`config.mk`:
```
export PLATFORM = sky130hd
export DESIGN_NAME = ov5640_init_sequencer
export DESIGN_NICKNAME = d
export VERILOG_FILES = /design/src/rtl/ov5640_init_sequencer.sv
export SDC_FILE = /design/constraint.sdc
export NUM_CORES = 1
export LEC_CHECK = 0
export ABC_AREA = 1
export BUFFER_PORTS_ARGS = -buffer_cell sky130_fd_sc_hd__buf_4
export CAP_MARGIN = 20
export CORE_MARGIN = 2
export CORE_UTILIZATION = 58
export CTS_BUF_LIST = sky130_fd_sc_hd__clkbuf_4
export CTS_CLUSTER_SIZE = 10
export DETAILED_ROUTE_END_ITERATION = 12
export PLACE_DENSITY = 0.92
export SYNTH_ARGS = -nofsm -noshare
export SYNTH_HDL_FRONTEND = slang
export SYNTH_SLANG_ARGS = --single-unit
```
`constraint.sdc`:
```
create_clock -name clk -period 2.5 [get_ports clk]
set_input_delay 0.75 -clock clk [delete_from_list [all_inputs] [get_ports clk]]
set_output_delay 0.75 -clock clk [all_outputs]
set_load 0.02 [all_outputs]
```
`src/rtl/ov5640_init_sequencer.sv`:
```
// OV5640 register-table init sequencer: walks a ROM of {reg, data} words
// and issues SCCB writes with power-up/soft-reset waits and per-entry retries.
module ov5640_init_sequencer #(
    parameter int          ADDR_WIDTH     = 8,
    parameter int          TABLE_LEN      = 91,
    parameter logic [19:0] POWERUP_CYCLES = 20'd50000,
    parameter logic [19:0] SWRESET_CYCLES = 20'd250000,
    parameter int          MAX_RETRY      = 3
) (
    input  logic                  clk,
    input  logic                  rst_n,
    input  logic                  start,
    output logic [ADDR_WIDTH-1:0] rom_addr,
    input  logic [23:0]           rom_q,
    output logic                  wr_req,
    output logic [15:0]           wr_reg_addr,
    output logic [7:0]            wr_data,
    input  logic                  wr_done,
    input  logic                  wr_err,
    output logic                  busy,
    output logic                  init_done,
    output logic                  init_err
);

    typedef enum logic [3:0] {
        IDLE,
        PWRUP,
        FETCH,
        LATCH,
        WRITE,
        RETRY_GAP,
        SWRST,
        DONE,
        ERROR
    } state_t;

    localparam logic [ADDR_WIDTH-1:0] LAST =
        ADDR_WIDTH'(TABLE_LEN - 1);
    localparam logic [7:0] RMAX = 8'(MAX_RETRY);

    state_t                state, state_nx;
    logic [ADDR_WIDTH-1:0] idx, idx_nx;
    logic [7:0]            retry, retry_nx;
    logic [19:0]           cnt, cnt_nx;
    logic [15:0]           reg_addr, reg_addr_nx;
    logic [7:0]            data, data_nx;
    logic                  done_q, done_nx;
    logic                  err_q, err_nx;
    logic                  adv;
    logic                  pw_end, sw_end;
    logic                  is_swrst;
    logic [7:0]            retry_inc;

    // A zero wait still spends one cycle in the wait state.
    assign pw_end = ({1'b0, cnt} + 21'd1) >= {1'b0, POWERUP_CYCLES};
    assign sw_end = ({1'b0, cnt} + 21'd1) >= {1'b0, SWRESET_CYCLES};
    assign is_swrst  = (reg_addr == 16'h3008) && data[7];
    assign retry_inc = retry + 8'd1;

    always_ff @(posedge clk) begin
        if (!rst_n) begin
            state    <= IDLE;
            idx      <= '0;
            retry    <= '0;
            cnt      <= '0;
            reg_addr <= '0;
            data     <= '0;
            done_q   <= 1'b0;
            err_q    <= 1'b0;
        end else begin
            state    <= state_nx;
            idx      <= idx_nx;
            retry    <= retry_nx;
            cnt      <= cnt_nx;
            reg_addr <= reg_addr_nx;
            data     <= data_nx;
            done_q   <= done_nx;
            err_q    <= err_nx;
        end
    end

    always_comb begin
        state_nx    = state;
        idx_nx      = idx;
        retry_nx    = retry;
        cnt_nx      = '0;
        reg_addr_nx = reg_addr;
        data_nx     = data;
        done_nx     = done_q;
        err_nx      = err_q;
        adv         = 1'b0;
        unique case (state)
            IDLE, DONE, ERROR: begin
                if (start) begin
                    state_nx = PWRUP;
                    idx_nx   = '0;
                    retry_nx = '0;
                    done_nx  = 1'b0;
                    err_nx   = 1'b0;
                end
            end
            PWRUP: begin
                if (pw_end) state_nx = FETCH;
                else        cnt_nx   = cnt + 20'd1;
            end
            FETCH: state_nx = LATCH;
            LATCH: begin
                reg_addr_nx = rom_q[23:8];
                data_nx     = rom_q[7:0];
                state_nx    = WRITE;
            end
            WRITE: begin
                // A NACK outranks a simultaneous ACK.
                if (wr_err) begin
                    retry_nx = retry_inc;
                    if (retry_inc == RMAX) begin
                        state_nx = ERROR;
                        err_nx   = 1'b1;
                    end else begin
                        state_nx = RETRY_GAP;
                    end
                end else if (wr_done) begin
                    if (is_swrst) state_nx = SWRST;
                    else          adv      = 1'b1;
                end
            end
            RETRY_GAP: state_nx = WRITE;
            SWRST: begin
                if (sw_end) adv    = 1'b1;
                else        cnt_nx = cnt + 20'd1;
            end
            default: state_nx = IDLE;
        endcase
        if (adv) begin
            if (idx == LAST) begin
                state_nx = DONE;
                done_nx  = 1'b1;
            end else begin
                idx_nx   = idx + ADDR_WIDTH'(1);
                retry_nx = '0;
                state_nx = FETCH;
            end
        end
    end

    assign rom_addr    = idx;
    assign wr_req      = (state == WRITE);
    assign wr_reg_addr = reg_addr;
    assign wr_data     = data;
    assign busy        = !(state == IDLE || state == DONE
                           || state == ERROR);
    assign init_done   = done_q;
    assign init_err    = err_q;

endmodule

```
==> Yosys cells after proc, flatten, opt, wreduce, memory -nomap -nowiden <==
Index checks and enable logic that the tools add are counted.
{ "totals": {"reg_bits": 66, "latchBits": 0, "ramBits": 0, "mem_bits_ro": 0, "out_inout_bits": 36, "word_cells": 77, "n_memories": 0} }
{ "classes": {"addsub": 4, "n_mul": 0, "n_div": 0, "order_cmp": 2, "n_eq_ne": 19, "shifts": 0, "mux": 34, "n_bitwise": 0, "n_reduce_logical": 10} }
{ "op_table": {"columns": ["op", "n"], "rows": [
  ["two-way mux 8 bit", 8],
  ["two-way mux 20 bit", 2],
  ["case mux 20 bit (2 select lines)", 1],
  ["two-way mux 4 bit", 7],
  ["case mux 4 bit (6 select lines)", 1],
  ["adder 20 x 1 -> 21 bit (second input constant)", 1],
  [">= comparator 21 x 16 -> 1 bit (second input constant)", 1],
  [">= comparator 21 x 18 -> 1 bit (second input constant)", 1],
  ["adder 20 x 1 -> 20 bit (second input constant)", 1],
  ["adder 8 x 1 -> 8 bit (second input constant)", 2],
  ["== test 16 x 14 -> 1 bit (second input constant)", 1],
  ["== test 4 x 3 -> 1 bit (second input constant)", 4],
  ["case mux 8 bit (2 select lines)", 1],
  ["two-way mux 1 bit", 11],
  ["== test 4 x 2 -> 1 bit (second input constant)", 2],
  ["== test 8 x 2 -> 1 bit (second input constant)", 1],
  ["== test 8 x 7 -> 1 bit (second input constant)", 1],
  ["!= test 4 x 1 -> 1 bit (second input constant)", 2],
  ["!= test 3 bit (second input constant)", 2],
  ["AND reduction 5 bit", 1],
  ["== test 4 x 1 -> 1 bit (second input constant)", 1],
  ["== test 4 bit (second input constant)", 1],
  ["logical NOT 4 bit", 1],
  ["!= test 2 x 1 -> 1 bit (second input constant)", 2],
  ["other kinds (10)", 13]
]} }

==> Logic depth before layout (Yosys ltp) <==
{ "depth": {"word_depth": 8, "mapped_depth": 19, "depth_no_buf": 19} }

==> Least setup slack after synthesis <==
Ideal clock, no wire load.
{ "synth_timing": {"path_type": "flip-flop to flip-flop", "from": "reg cnt[0]", "to": "reg idx[2], in the netlist rom_addr[2]", "arrival_time_ps": 2043, "slack_ps": 342, "stages_incl_launch_ff": 17, "period_less_slack_ps": 2158, "path_cell_list": "dfxtp_1 -> ha_1 -> nand2_1 -> nor2_4 -> nand3_1 -> nor2_1 -> xnor2_1 -> nand3_1 -> nor2_1 -> nand2_1 -> nand2_1 -> nand2_2 -> nand2_2 -> buf_6 -> inv_2 -> o21ai_1 -> nor2_1"} }
{ "synth_between": {"elab_chain_len": 5} }
{ "synth_rtl": {"columns": ["element", "line", "text"], "rows": [
  ["start: declaration", "44", "logic [19:0] cnt, cnt_nx;"],
  ["start signal: assignment", "74", "cnt <= cnt_nx;"],
  ["adder 20 x 1 -> 21 bit", "56", "assign sw_end = ({1'b0, cnt} + 21'd1) >= {1'b0, SWRESET_CYCLES};"],
  [">= comparator 21 x 18 -> 1 bit", "56", null],
  ["two-way mux 1 bit", "129", "if (sw_end) adv = 1'b1;"],
  ["case mux 1 bit (2 select lines)", "92", "unique case (state)"],
  ["two-way mux 8 bit", "134", "if (adv) begin"],
  ["end signal: assignment", "72", "idx <= idx_nx;"],
  ["end: declaration", "42", "logic [ADDR_WIDTH-1:0] idx, idx_nx;"]
]} }
Every way passes these cells.
A chain may end at the register's enable or synchronous reset.

==> Worst setup path after layout <==
{ "layout_timing": {"from": "reg cnt[8]", "to": "reg idx[7], in the netlist rom_addr[7]"} }
The elaborated chain is that of the path after synthesis.

==> summary.txt <==
Logic synthesis
  – EDFF count, synth: 0
  – Ys async rst share: 0%
  – Yosys warnings: 0
  – Sequential share of the synthesized area: 36.9%
  – Mapped cell area: 3580 um^2
  – Mapped Cells: 552
  – Seq cells post-synth: 66
  – Mean Syn Cell Area: 6.48 um^2
  – Synth cell types: 34
  – Synth Flop Type: dfxtp_1

Clock tree
  – Clock transition at the registers of the reported paths: 0.12 ns
  – CTS tree: yes
  – CTS sink cnt: 66
  – Maximum clock path buffer count: 2
  – Root Driver: clkbuf_4
  – Worst skew pair latency: 0.44 ns
  – H-tree depth: 3
  – Cts bufs inserted: 9
  – Hold_buf cts: 0

Detailed routing
  – Initial DRC count: 440
  – Total number of vias: 4,188
  – Total Routed Length: 11,100 um
  – Drt first pass iters: 6
  – DRC Markers: 0
  – Wire per inst: 15.6 um
  – Antenna Violating Nets Remaining: 0
  – Vias/cell: 5.89

Cells and area
  – N_diodes: 0
  – # fillers: 399
  – Util after Layout: 78.1%
  – Nets: 666
  – Area growth from synthesis to layout: 30.0%
  – Storage element area: 1340 um^2
  – Area occupied by multi-input gates: 2260 um^2
  – Ratio of cells with drive above 1 in the final layout: 24.4%

Global routing
  – First-pass GRT wire length: 15,300 um
  – Number of global-route vias before repair: 3,652
  – Initial antenna violation count: 0
  – Largest net degree at the start of global routing: 34
  – Total track usage: 28.7%
  – GR Overflow Total: 0

STA
  – Slew HR: 56.4%
  – Final setup viols: 3
  – Final number of hold-violating endpoints: 0
  – RSZ-0062 raised after global routing: yes
  – Period minus WS final: 2.51 ns
  – FMAX: 399 MHz
  – Worst-Margin Slew: 0.652 ns
  – Setup ws final: -0.00883 ns
  – Setup tns final: -0.0238 ns
  – Final Slew Violations: 0
  – Final period utilization: 100%
  – Clock Skews: 0.0185 ns

Die
  – Core box area: 5960 um^2
  – Die Wd: 82.5 um
  – Die Area: 6810 um^2
  – # rows: 28
  – Starting density of the core: 60.1%
  – I/O Pins: 65
  – Die H: 82.5 um

Hold path
  – Hold Path Cell Cnt: 1
  – Worst hold path type: flop to flop

Critical path
  – Type of origin of the critical path: flop
  – WP data arrival: 2.88 ns
  – CP Class: flop to flop
  – Reg2reg path depth: 15
  – Critical path fanouts, max: 6
  – WP data required: 2.87 ns
  – Crit end category: flop

Place
  – GP Congestion: 0.902
  – Post-DP HPWL: 6680 um
  – Pre-CTS setup slack: -0.0389 ns
  – Port Buffers: 64

Status
  – Failing checks: setup timing
  – Run status: finished with violations

Power and ir drop
  – Pwr/cell area: 613 nW/um^2
  – Peak supply drop: 0.464 mV
  – Total power: 2.85 mW
  – LEAKAGE: 2.00 nW

Job
  – Max-cap violations: 0
report_power, final:
group          leakage [nW]  switching (mW)  internal [mW]  total (mW)
clock network        0.0785           0.398          0.409       0.807
registers             0.540          0.0809           1.15        1.23
logic                  1.39           0.520          0.298       0.818
total                  2.00           0.999           1.85        2.85
critical path, stage by stage (launching register included):
cell and delay, ns:
dfxtp_2 0.41, nand2_1 0.14, nor2_1 0.30, nand3_1 0.21, nand2_1 0.13, nand2_1 0.12, nor2_2 0.15, nand3_1 0.10
nor2_2 0.13, nor2_2 0.05, nand2_2 0.12, nand2_4 0.11, nand2_8 0.16, buf_6 0.12, nand3b_1 0.07, a21oi_1 0.14
sequential cells by signal, summed over array words and instances, names as in the netlist:
signal       flops
wr_data          8
wr_reg_addr     16
retry            8
state            4
init_done        1
init_err         1
cnt             20
rom_addr         8
logic make-up after synthesis:
| kind of cell | Yosys count | synth area share [%] |
|---|---|---|
| AOI/OAI and AO/OA | 70 | 10.8 |
| xor gates and xnor gates | 16 | 3.92 |
| adders and majority gates | 5 | 1.75 |
| buffers and inverters | 65 | 7.06 |
| DFF | 66 | 36.9 |
| other | 1 | 0.105 |
| and+or+nand+nor | 329 | 39.5 |
what timing repair did:
action / CTS / global route
pin swaps: 1 / 19
cloned: 0 / 1
resized for setup: 5 / 68
endpoints found under the setup margin: 19 / 39
setup buffers: 1 / 6
cells in the mapped netlist (2+ instances only):
cell type	n	share of area, %
inv_1	54	5.7
nor3_1	9	1.3
dfxtp_1	66	37
nand4_1	12	2.1
clkbuf_1	5	0.52
xnor2_1	3	0.73
nor2_1	135	14
nand2_1	110	12
xor2_1	13	3.2
a22oi_1	3	0.63
nand3_1	41	5.7
buf_1	2	0.21
o21ai_1	7	0.98
nor4_1	2	0.35
a21oi_1	23	3.2
o21ai_0	31	4.3
nor2_4	4	1.3
ha_1	5	1.7
nand2_2	8	1.4
a31oi_1	2	0.35
nand3b_1	4	0.84
area by class of cell:
cell class	count	share of cell area (%)
timing repair buffer	76	12.7
tap	75	2.02
sequential	66	28.8
multi-input combinational	423	48.6
clock buffer	10	1.61
inverter	56	4.52
clock inverter	5	1.72
per-layer routing:
| layer | routed length (um) | vias to the layer above | GRT usage (%) |
|---|---|---|---|
| met5 | 0 | - | 0 |
| met4 | 562 | 0 | 11.8 |
| met3 | 1010 | 77 | 8.70 |
| met2 | 5300 | 269 | 47.7 |
| met1 | 4250 | 1903 | 34.6 |
| li1 | - | 1939 | - |
path summary, 6_finish.rpt:
check,endpoint,slack (ns),start
worst max register to register,rom_addr[7]$_SDFF_PN0_,-0.009,cnt[8]$_SDFF_PN0_
worst min register to register,cnt[0]$_SDFF_PN0_,0.46,cnt[0]$_SDFF_PN0_
worst min-delay path,cnt[0]$_SDFF_PN0_,0.46,cnt[0]$_SDFF_PN0_
worst max-delay path,rom_addr[7]$_SDFF_PN0_,-0.009,cnt[8]$_SDFF_PN0_
metrics by stage:
step,instance area (um^2),std cells,hold slack (ns)
2_1_floorplan,3580,553,0.430
3_3_place_gp,4150,688,0.444
3_5_place_dp,4150,688,0.458
4_1_cts,4340,704,0.474
5_1_grt,4650,711,0.474
6_report,4650,711,0.459
layout by cell type, fill, tap and decap left out, types with 2 or more instances in the layout:
cell / Yosys / layout
nor2_1: 135 / 118
nand2_1: 110 / 103
buf_4: 0 / 73
dfxtp_1: 66 / 56
inv_1: 54 / 52
nand3_1: 41 / 36
o21ai_0: 31 / 30
a21oi_1: 23 / 21
nand4_1: 12 / 12
xor2_1: 13 / 12
nor2_2: 0 / 11
nor2_4: 4 / 10
clkbuf_4: 0 / 10
nor3_1: 9 / 9
nand2_2: 8 / 9
dfxtp_2: 0 / 7
o21ai_1: 7 / 6
nand3_2: 1 / 5
nand2_4: 0 / 4
nand3b_1: 4 / 4
ha_1: 5 / 4
xnor2_1: 3 / 3
inv_2: 1 / 3
a22oi_1: 3 / 3
dfxtp_4: 0 / 3
a31oi_1: 2 / 2
o21ai_4: 0 / 2
a21oi_2: 0 / 2
nand2_8: 0 / 2
nor4_1: 2 / 2
o211ai_4: 1 / 2
bufinv_16: 0 / 2
clkinvlp_4: 0 / 2
conb_1: 1 / 2
buf_6: 1 / 2
No activity file was read; power rests on OpenSTA's default activity.
